## src/rtl/req_arb_pkg.sv

```systemverilog
// Shared definitions for the two-master request arbiter and related benches.
package req_arb_pkg;

    localparam int LW_DEFAULT = 3;

    typedef enum logic [1:0] {
        ST_IDLE  = 2'd0,
        ST_REQ   = 2'd1,
        ST_WDATA = 2'd2,
        ST_RDATA = 2'd3
    } arb_state_t;

endpackage

```

## src/rtl/req_arb_beat_ctr.sv

```systemverilog
// Beats-remaining down-counter; last is high while the current beat is the final one.
module req_arb_beat_ctr
    import req_arb_pkg::*;
#(
    parameter int LW = LW_DEFAULT
) (
    input  logic          clk,
    input  logic          rst,
    input  logic          load,
    input  logic [LW-1:0] load_val,
    input  logic          beat,
    output logic          last
);

    logic [LW-1:0] cnt;

    // Holds at zero so stray beats after the final one cannot wrap the count.
    always_ff @(posedge clk) begin
        if (rst) begin
            cnt <= '0;
        end else if (load) begin
            cnt <= load_val;
        end else if (beat && (cnt != '0)) begin
            cnt <= cnt - LW'(1);
        end
    end

    assign last = (cnt == '0);

endmodule

```

## src/rtl/req_arb.sv

```systemverilog
// Two-master arbiter holding each grant for a whole transaction (request plus all beats).
// Define REQ_ARB_RR_EN for round-robin tie-breaking; otherwise m0 has fixed priority.
//
// state    | meaning
// ST_IDLE  | no grant active; pick a requester
// ST_REQ   | granted master's request presented to the slave
// ST_WDATA | forwarding write beats from the granted master
// ST_RDATA | forwarding read beats to the granted master
module req_arb
    import req_arb_pkg::*;
#(
    parameter int LW = LW_DEFAULT
) (
    input  logic          clk,
    input  logic          rst,

    input  logic          m0_req_valid,
    output logic          m0_req_ready,
    input  logic [LW-1:0] m0_req_len,
    input  logic [3:0]    m0_req_mask,
    input  logic [31:0]   m0_req_addr,
    input  logic          m0_req_we,
    input  logic          m0_write_valid,
    input  logic [31:0]   m0_write_data,
    output logic          m0_read_valid,
    input  logic          m0_read_ack,
    output logic [31:0]   m0_read_data,

    input  logic          m1_req_valid,
    output logic          m1_req_ready,
    input  logic [LW-1:0] m1_req_len,
    input  logic [3:0]    m1_req_mask,
    input  logic [31:0]   m1_req_addr,
    input  logic          m1_req_we,
    input  logic          m1_write_valid,
    input  logic [31:0]   m1_write_data,
    output logic          m1_read_valid,
    input  logic          m1_read_ack,
    output logic [31:0]   m1_read_data,

    output logic          s_req_valid,
    input  logic          s_req_ready,
    output logic [LW-1:0] s_req_len,
    output logic [3:0]    s_req_mask,
    output logic [31:0]   s_req_addr,
    output logic          s_req_we,
    output logic          s_write_valid,
    output logic [31:0]   s_write_data,
    input  logic          s_read_valid,
    output logic          s_read_ack,
    input  logic [31:0]   s_read_data
);

    arb_state_t state, state_nxt;
    logic       grant, grant_nxt;
    logic       last_grant, last_grant_nxt;
    logic       pick;
    logic       ctr_load, ctr_beat, ctr_last;

    logic       g_req_valid, g_write_valid, g_read_ack;

`ifdef REQ_ARB_RR_EN
    // m1 wins when alone, or on a tie when m0 had the previous grant.
    assign pick = m1_req_valid && (!m0_req_valid || !last_grant);
`else
    assign pick = !m0_req_valid;
`endif

    assign g_req_valid   = grant ? m1_req_valid   : m0_req_valid;
    assign g_write_valid = grant ? m1_write_valid : m0_write_valid;
    assign g_read_ack    = grant ? m1_read_ack    : m0_read_ack;

    assign s_req_len    = grant ? m1_req_len    : m0_req_len;
    assign s_req_mask   = grant ? m1_req_mask   : m0_req_mask;
    assign s_req_addr   = grant ? m1_req_addr   : m0_req_addr;
    assign s_req_we     = grant ? m1_req_we     : m0_req_we;
    assign s_write_data = grant ? m1_write_data : m0_write_data;
    assign m0_read_data = s_read_data;
    assign m1_read_data = s_read_data;

    always_ff @(posedge clk) begin
        if (rst) begin
            state      <= ST_IDLE;
            grant      <= 1'b0;
            last_grant <= 1'b1;
        end else begin
            state      <= state_nxt;
            grant      <= grant_nxt;
            last_grant <= last_grant_nxt;
        end
    end

    always_comb begin
        state_nxt      = state;
        grant_nxt      = grant;
        last_grant_nxt = last_grant;
        ctr_load       = 1'b0;
        ctr_beat       = 1'b0;
        s_req_valid    = 1'b0;
        s_write_valid  = 1'b0;
        s_read_ack     = 1'b0;
        m0_req_ready   = 1'b0;
        m1_req_ready   = 1'b0;
        m0_read_valid  = 1'b0;
        m1_read_valid  = 1'b0;
        case (state)
            ST_IDLE: begin
                if (m0_req_valid || m1_req_valid) begin
                    grant_nxt      = pick;
                    last_grant_nxt = pick;
                    state_nxt      = ST_REQ;
                end
            end
            ST_REQ: begin
                s_req_valid  = g_req_valid;
                m0_req_ready = s_req_ready && !grant;
                m1_req_ready = s_req_ready && grant;
                // A master withdrawing its request abandons the grant without touching the slave.
                if (!g_req_valid) begin
                    state_nxt = ST_IDLE;
                end else if (s_req_ready) begin
                    ctr_load  = 1'b1;
                    state_nxt = s_req_we ? ST_WDATA : ST_RDATA;
                end
            end
            ST_WDATA: begin
                s_write_valid = g_write_valid;
                ctr_beat      = g_write_valid;
                if (g_write_valid && ctr_last) begin
                    state_nxt = ST_IDLE;
                end
            end
            ST_RDATA: begin
                s_read_ack    = g_read_ack;
                m0_read_valid = s_read_valid && !grant;
                m1_read_valid = s_read_valid && grant;
                ctr_beat      = s_read_valid && g_read_ack;
                if (ctr_beat && ctr_last) begin
                    state_nxt = ST_IDLE;
                end
            end
            default: state_nxt = ST_IDLE;
        endcase
    end

    req_arb_beat_ctr #(.LW(LW)) u_ctr (
        .clk      (clk),
        .rst      (rst),
        .load     (ctr_load),
        .load_val (s_req_len),
        .beat     (ctr_beat),
        .last     (ctr_last)
    );

endmodule
```

## config.mk

```make
export PLATFORM = sky130hd
export DESIGN_NAME = req_arb
export DESIGN_NICKNAME = d
export VERILOG_FILES = /design/src/rtl/req_arb_pkg.sv /design/src/rtl/req_arb_beat_ctr.sv /design/src/rtl/req_arb.sv
export SDC_FILE = /design/constraint.sdc
export NUM_CORES = 1
export LEC_CHECK = 0
export CORE_AREA = 2 2 127 129
export CTS_CLUSTER_SIZE = 30
export DETAILED_ROUTE_END_ITERATION = 16
export DIE_AREA = 0 0 129 131
export GPL_ROUTABILITY_DRIVEN = 0
export HOLD_SLACK_MARGIN = 0.05
export PLACE_DENSITY = 0.56
export REMOVE_ABC_BUFFERS = 1
export SYNTH_ARGS = -nofsm -noshare
export SYNTH_HDL_FRONTEND = slang
export SYNTH_SLANG_ARGS = --single-unit
export TNS_END_PERCENT = 5
```

## constraint.sdc

```tcl
create_clock -name clk -period 1.7 [get_ports clk]
set_input_delay 0.17 -clock clk [delete_from_list [all_inputs] [get_ports clk]]
set_output_delay 0.17 -clock clk [all_outputs]
set_load 0.01 [all_outputs]
```

==> key figures, run 1 <==
Outcome
  – Status: finished with violations
  – Violated checks: setup timing

Die
  – Die area: 16900 um2
  – Initial Util: 11.4%
  – Die X: between 100 and 150 um
  – Die height: 131 um
  – Row Count: 46
  – Core area: 15600 um2
  – Io pins: 329

Clock tree
  – Root buf cell: clkbuf_16
  – CTS tree: yes
  – Number of buffers created by CTS: 3
  – H-tree levels: 1
  – CTS sink cnt: 6
  – Worst-skew pair later-pin latency: approximately 0.23 ns
  – Post-CTS setup buffers: 0
  – CTS Buffer Depth: 2
  – Hold_buf cts: 0
  – Clock transition at path regs: 0.04 ns

Timing
  – Worst setup margin: -0.0693 ns
  – RSZ-0062 raised after global routing: yes
  – Fin. Hold Viols: 0
  – WHS: 0.340 ns
  – Setup-failing EPs final: 1
  – Final max-slew violation count: 0
  – Clock Skews: ~0.0022 ns
  – Worst-margin pin slew: 0.285 ns
  – Slew HR: 81.1%
  – Fmax: around 0.57 GHz
  – Tcrit/Tclk final: 104%
  – Min Clock Period, post-route: 1.77 ns

GRT
  – Global Route met2 Usage: between 10% and 20%
  – Global-route met1 utilization: 19.5%
  – GR met3 Demand/Resource: 14.0%
  – Largest net degree at the start of global routing: 31
  – Gr busiest metal: met1
  – Initial antenna violation count: 0
  – First-pass GRT wire length: 17600 um
  – GR Util All Layers: 15.3%
  – Number of global-route vias before repair: 2419
  – Gr ovfl total: 0

Logic synthesis
  – Dominant cells by area after synthesis: mux2_2 46%, buf_4 27%, dfxtp_1 6.8%, buf_2 2.0%, mux2i_1 1.7%
  – Top cell type's share of synthesized area: 45.6%
  – Yosys reg bits: 6
  – Count leader, synth: mux2_2
  – Cell count after synthesis: around 200
  – Seq/Total Area, Yosys: 6.76%
  – Synth warn: 0
  – Number of synthesized flops with an enable pin: 0
  – Post-synth top cells: 72 x mux2_2, 64 x buf_4, 7 x buf_2, 7 x nand2_1, 6 x dfxtp_1
  – Synth area leader: mux2_2
  – Asr flop ratio synth: 0%
  – Avg Inst Size Synth: 8.84 um2
  – Distinct cells, synth: 28
  – Mapped Area: 1780 um2
  – Ys flop type: dfxtp_1

Worst setup path
  – Worst EP required: 1.53 ns
  – Critical Path Start Type: flop
  – CP Capture Type: output pin
  – R2R depth: 5
  – Critical path type: flop to output pin
  – Critical-path maximum fanout: 5
  – CP arrival: 1.60 ns

Drt
  – Final antenna-violating net count: 0
  – Routed len/inst: 23.4 um
  – Routed WL: 13900 um
  – Detailed Route Iter0 Violations: 82
  – DR vias/cell: 3.80
  – Initial DRT Pass Iterations: 4
  – Drc violations: 0
  – Via Count: about 2300

Worst hold path
  – Hold Crit Class: input port to output pin
  – Hold Path Depth: 0

Pwr
  – Clock share of power: roughly 22%
  – Pwr per Cell Area: 452 nW/um2
  – Leakage: 0.00156 uW
  – Peak supply drop: 0.285 mV
  – Internal power: 1230 uW
  – Switching pwr: 594 uW
  – Comb pwr share: 68.4%
  – Sw frac: 32.5%
  – Sequential power share: 9.8%

Placement
  – Pre-CTS WS: -0.129 ns
  – Inst Count DP: 590
  – PortBufs: 232
  – DP Wirelength: 12300 um

Finish
  – # diodes: 0
  – P&R area growth vs syn: 128%
  – Proportion of layout cells with a drive suffix above 1: roughly a third
  – Finished Layout Cells: 594
  – Final #Nets: 567

Run
  – Maxcap violations: 0
[cell type report]
type                            count  area (um2)
Fill cell                        1664       11600
Timing Repair Buffer              249        2440
Multi-Input combinational cell    116        1120
Tap cell                          216         270
Sequential cell                     6         126
Clock buffer                        4        78.8
Inverter                            3        11.3
[sequential cells by signal, summed over array words and instances, names as in the netlist]
| signal | flops |
|---|---|
| grant | 1 |
| state | 2 |
| u_ctr.cnt | 3 |
[stage by stage]
| step | area [um2] | utilization (%) | power, uW | TNS, ns |
|---|---|---|---|---|
| 6_report | 4050 | 25.9 | 1830 | -0.0693 |
| 5_1_grt | 4050 | 25.9 | 1950 | -0.577 |
| 4_1_cts | 4040 | 25.9 | 1860 | -0.421 |
| 3_5_place_dp | 3980 | 25.5 | 1530 | -0.687 |
| 3_3_place_gp | 3980 | 25.5 | 1530 | -0.481 |
| 2_1_floorplan | 1230 | - | 604 | -82.88 |
[power groups by stage]
stage | combinational (uW) | sequential [uW] | clock (uW)
2_1_floorplan | 391 | 213 | 0
3_3_place_gp | 1350 | 179 | 0
3_5_place_dp | 1350 | 180 | 0
4_1_cts | 1280 | 180 | 406
5_1_grt | 1350 | 183 | 418
6_report | 1250 | 180 | 397
[metal layers]
metal,share of wire (%),routed length [um]
met1,45,6190
met5,0.40,55
met2,34,4790
met3,20,2850
met4,0.022,3
[path summary, 6_finish.rpt]
kind / startpoint / endpoint / slack, ns
min: s_read_data[1] / m0_read_data[1] / 0.34
max reg2reg: grant / u_ctr.cnt[2] / 0
max: grant / s_read_ack / -0.07
min reg2reg: u_ctr.cnt[2] / u_ctr.cnt[2] / 0.53
[repair_timing]
item                                   4_1_cts  5_1_grt
resized for setup                          116       23
setup endpoints to repair                   76       45
endpoints found under the hold margin        0        0
[cell families (layout without fill, tap and decap cells)]
kind of cell	after synthesis	in the layout	share of synthesized area (%)
AO/OA/AOI/OAI	16	16	5.70
multiplexers	75	75	47.3
AND/OR/NAND/NOR	23	23	7.68
buffers and inverters	79	256	31.1
flip-flops	6	6	6.76
adder cells (fa/ha/maj)	2	2	1.41
[worst max-delay path: stages (launching register included)]
cell and delay, ns:
dfxtp_4 0.40, buf_6 0.16, mux2i_1 0.24, nor2_1 0.08
clkdlybuf4s50_1 0.49
[placed cells by master, fill, tap and decap left out, drive strengths merged, types with 2 or more instances in the layout]
cell type,synthesis,layout
o21ai,5,5
clkdlybuf4s50,0,154
inv,3,3
ha,2,2
nor3b,3,3
mux2i,3,3
or3,2,2
dlymetal6s2s,0,2
clkdlybuf4s15,0,37
a21oi,4,4
mux2,72,72
dfxtp,6,6
buf,72,23
nor2,4,4
a211oi,2,2
clkbuf,4,9
nand2,7,7
dlygate4sd2,0,28
Power figures use the tool's default switching activity.
==> run 2: changes to the inputs <==
--- a/config.mk
+++ b/config.mk
@@ -5,6 +5,7 @@
 export SDC_FILE = /design/constraint.sdc
 export NUM_CORES = 1
 export LEC_CHECK = 0
+export ABC_CLOCK_PERIOD_IN_PS = 1700
 export CORE_AREA = 2 2 127 129
 export CTS_CLUSTER_SIZE = 30
 export DETAILED_ROUTE_END_ITERATION = 16
==> results of run 2 <==
Same layout as run 1: the final DEF is identical, and so are final timing and power.
==> run 3: changes to the inputs <==
==> constraint.sdc (replaced) <==
create_clock -name clk -period 1.7 [get_ports clk]
set_input_delay 0.34 -clock clk [delete_from_list [all_inputs] [get_ports clk]]
set_output_delay 0.34 -clock clk [all_outputs]
set_load 0.01 [all_outputs]
==> run 3 against run 2 <==
The flow still finishes with violations (setup timing). Clock skew decreased by 0.0018 ns. Total power grew 7.2%. Wire length up 4.2%. Critical endpoint is now u_ctr.cnt[2].
==> key figures, run 3 (synthesis gave the netlist of run 1 again) <==
Worst setup path
  – Critical Path Sink: u_ctr.cnt[2]
  – CP arrival: about 2 ns
  – Critical Path Source: grant
  – R2R Path Start: grant
  – CP Capture Type: flop
  – R2R Setup Slk: -0.15 ns
  – Critical path type: flop to flop
  – Reg2reg end: u_ctr.cnt[2]
  – Critical-path maximum fanout: 9
  – Critical Path Start Type: flop
  – Worst EP required: 1.85 ns
  – R2R depth: 7

Die
  – Die X: between 100 and 150 um
  – Die height: ~130 um
  – Row Count: between 40 and 50
  – Io pins: 329
  – Initial Util: 11.4%
  – Core area: 15600 um2
  – Die area: 16900 um2

Timing
  – Fin. Hold Viols: 0
  – Fmax: 0.541 GHz
  – Clock Skews: between 0.0004 and 0.0005 ns
  – Worst setup margin: -0.148 ns
  – Min Clock Period, post-route: 1.85 ns
  – WHS: between 0.5 and 0.6 ns
  – Tcrit/Tclk final: 109%
  – Setup-failing EPs final: 26
  – RSZ-0062 raised after global routing: yes
  – Slew HR: 79.3%
  – Worst-margin pin slew: 0.307 ns
  – Final max-slew violation count: 0

Placement
  – Pre-CTS WS: -0.425 ns
  – Placed cell areas: 3970 um2
  – DP Wirelength: 12300 um
  – PortBufs: ~230

Clock tree
  – Root buf cell: clkbuf_16
  – Number of buffers created by CTS: 3
  – CTS sink cnt: 6
  – Hold_buf cts: 0
  – Worst-skew pair later-pin latency: 0.23 ns
  – H-tree levels: 1
  – CTS Buffer Depth: 2
  – Clock transition at path regs: 0.03 ns
  – CTS tree: yes

Finish
  – Final #Nets: 576
  – Largest Register: u_ctr.cnt
  – Fillers: 1680
  – Commonest non-fill, non-tap cell in the layout: clkdlybuf4s50_1
  – Most frequent cells in the layout: 153 x clkdlybuf4s50_1, 49 x mux2_2, 39 x clkbuf_2
  – Post-route cell area: approximately 4000 um2
  – Area of the multi-input gates: 1260 um2
  – # diodes: 0
  – P&R area growth vs syn: 131%
  – Layout Utilization: 26.3%
  – Proportion of layout cells with a drive suffix above 1: 50.1%
  – Reg area: between 100 and 150 um2
  – Largest regs: u_ctr.cnt (3), state (2), grant (1)
  – Max FFs per register: 3

Drt
  – Detailed Route Iter0 Violations: 69
  – Drc violations: 0
  – Routed WL: 14500 um
  – DR vias/cell: 3.88
  – Final antenna-violating net count: 0
  – Routed len/inst: 24.0 um
  – Initial DRT Pass Iterations: 4
  – Via Count: 2339

Pwr
  – Pwr per Cell Area: 477 nW/um2
  – Peak supply drop: between 0.2 and 0.3 mV
  – Leakage: 0.00167 uW
  – Total power: 1960 uW

GRT
  – Largest net degree at the start of global routing: 14
  – Initial antenna violation count: 0
  – Number of global-route vias before repair: 2523
  – First-pass GRT wire length: 18100 um
  – Gr ovfl total: 0
  – GR Util All Layers: 15.7%

Worst hold path
  – Hold Crit Class: flop to flop

Outcome
  – Violated checks: setup timing
  – Status: finished with violations

Run
  – Maxcap violations: 0
==> run 3: what timing repair did <==
action,CTS,global route
endpoints found under the hold margin,0,0
endpoints found under the setup margin,84,81
setup buffers,3,1
pin swaps,2,2
resized for setup,151,154
gates cloned,2,1
==> run 3: layout make-up <==
| cell class | instances | share of cell area [%] |
|---|---|---|
| repair buffers | 258 | 57.5 |
| multi-input cells | 116 | 30.7 |
| well taps | 216 | 6.58 |
| flip-flops and latches | 6 | 3.08 |
| clock buffers | 4 | 1.92 |
| inverters | 3 | 0.274 |
==> run 3: metal layers <==
metal	track usage (%)	vias to the layer above	routed length, um
li1	-	1017	-
met1	18.5	1051	5970
met2	20.9	263	5160
met3	15.7	6	3260
met4	0.639	2	32
met5	3.24	-	55
==> run 3: per-stage QoR <==
stage	setup TNS (ns)	instances
after CTS	-9.20	601
final	-1.24	603
after floorplan	-96.31	125
after global routing	-3.43	603
after global placement	-13.13	592
after detailed placement	-13.36	592
==> run 3: critical path, stage by stage (launching register included) <==
cell	delay, ns
dfxtp_4	0.35
buf_12	0.14
buf_12	0.14
mux2i_2	0.15
buf_4	0.14
o22a_4	0.24
or4_4	0.43
a31oi_4	0.17
==> run 3: worst min-delay path by stage <==
| stage | endpoint | from | slack, ns | depth (start not counted) |
|---|---|---|---|---|
| floorplan | state[1] | rst | 0.41 | 1 |
| global placement | u_ctr.cnt[2] | u_ctr.cnt[2] | 0.48 | 2 |
| detailed placement | u_ctr.cnt[0] | u_ctr.cnt[0] | 0.51 | 2 |
| CTS | u_ctr.cnt[0] | u_ctr.cnt[0] | 0.52 | 2 |
| global route | u_ctr.cnt[0] | u_ctr.cnt[0] | 0.55 | 2 |
| finish | u_ctr.cnt[0] | u_ctr.cnt[0] | 0.52 | 2 |
==> run 3: report_power, final <==
part	switching [uW]	internal (uW)	total, uW
Sequential	20.6	155	176
Combinational	548	847	1390
Clock	78.2	311	389
Total	646	1310	1960
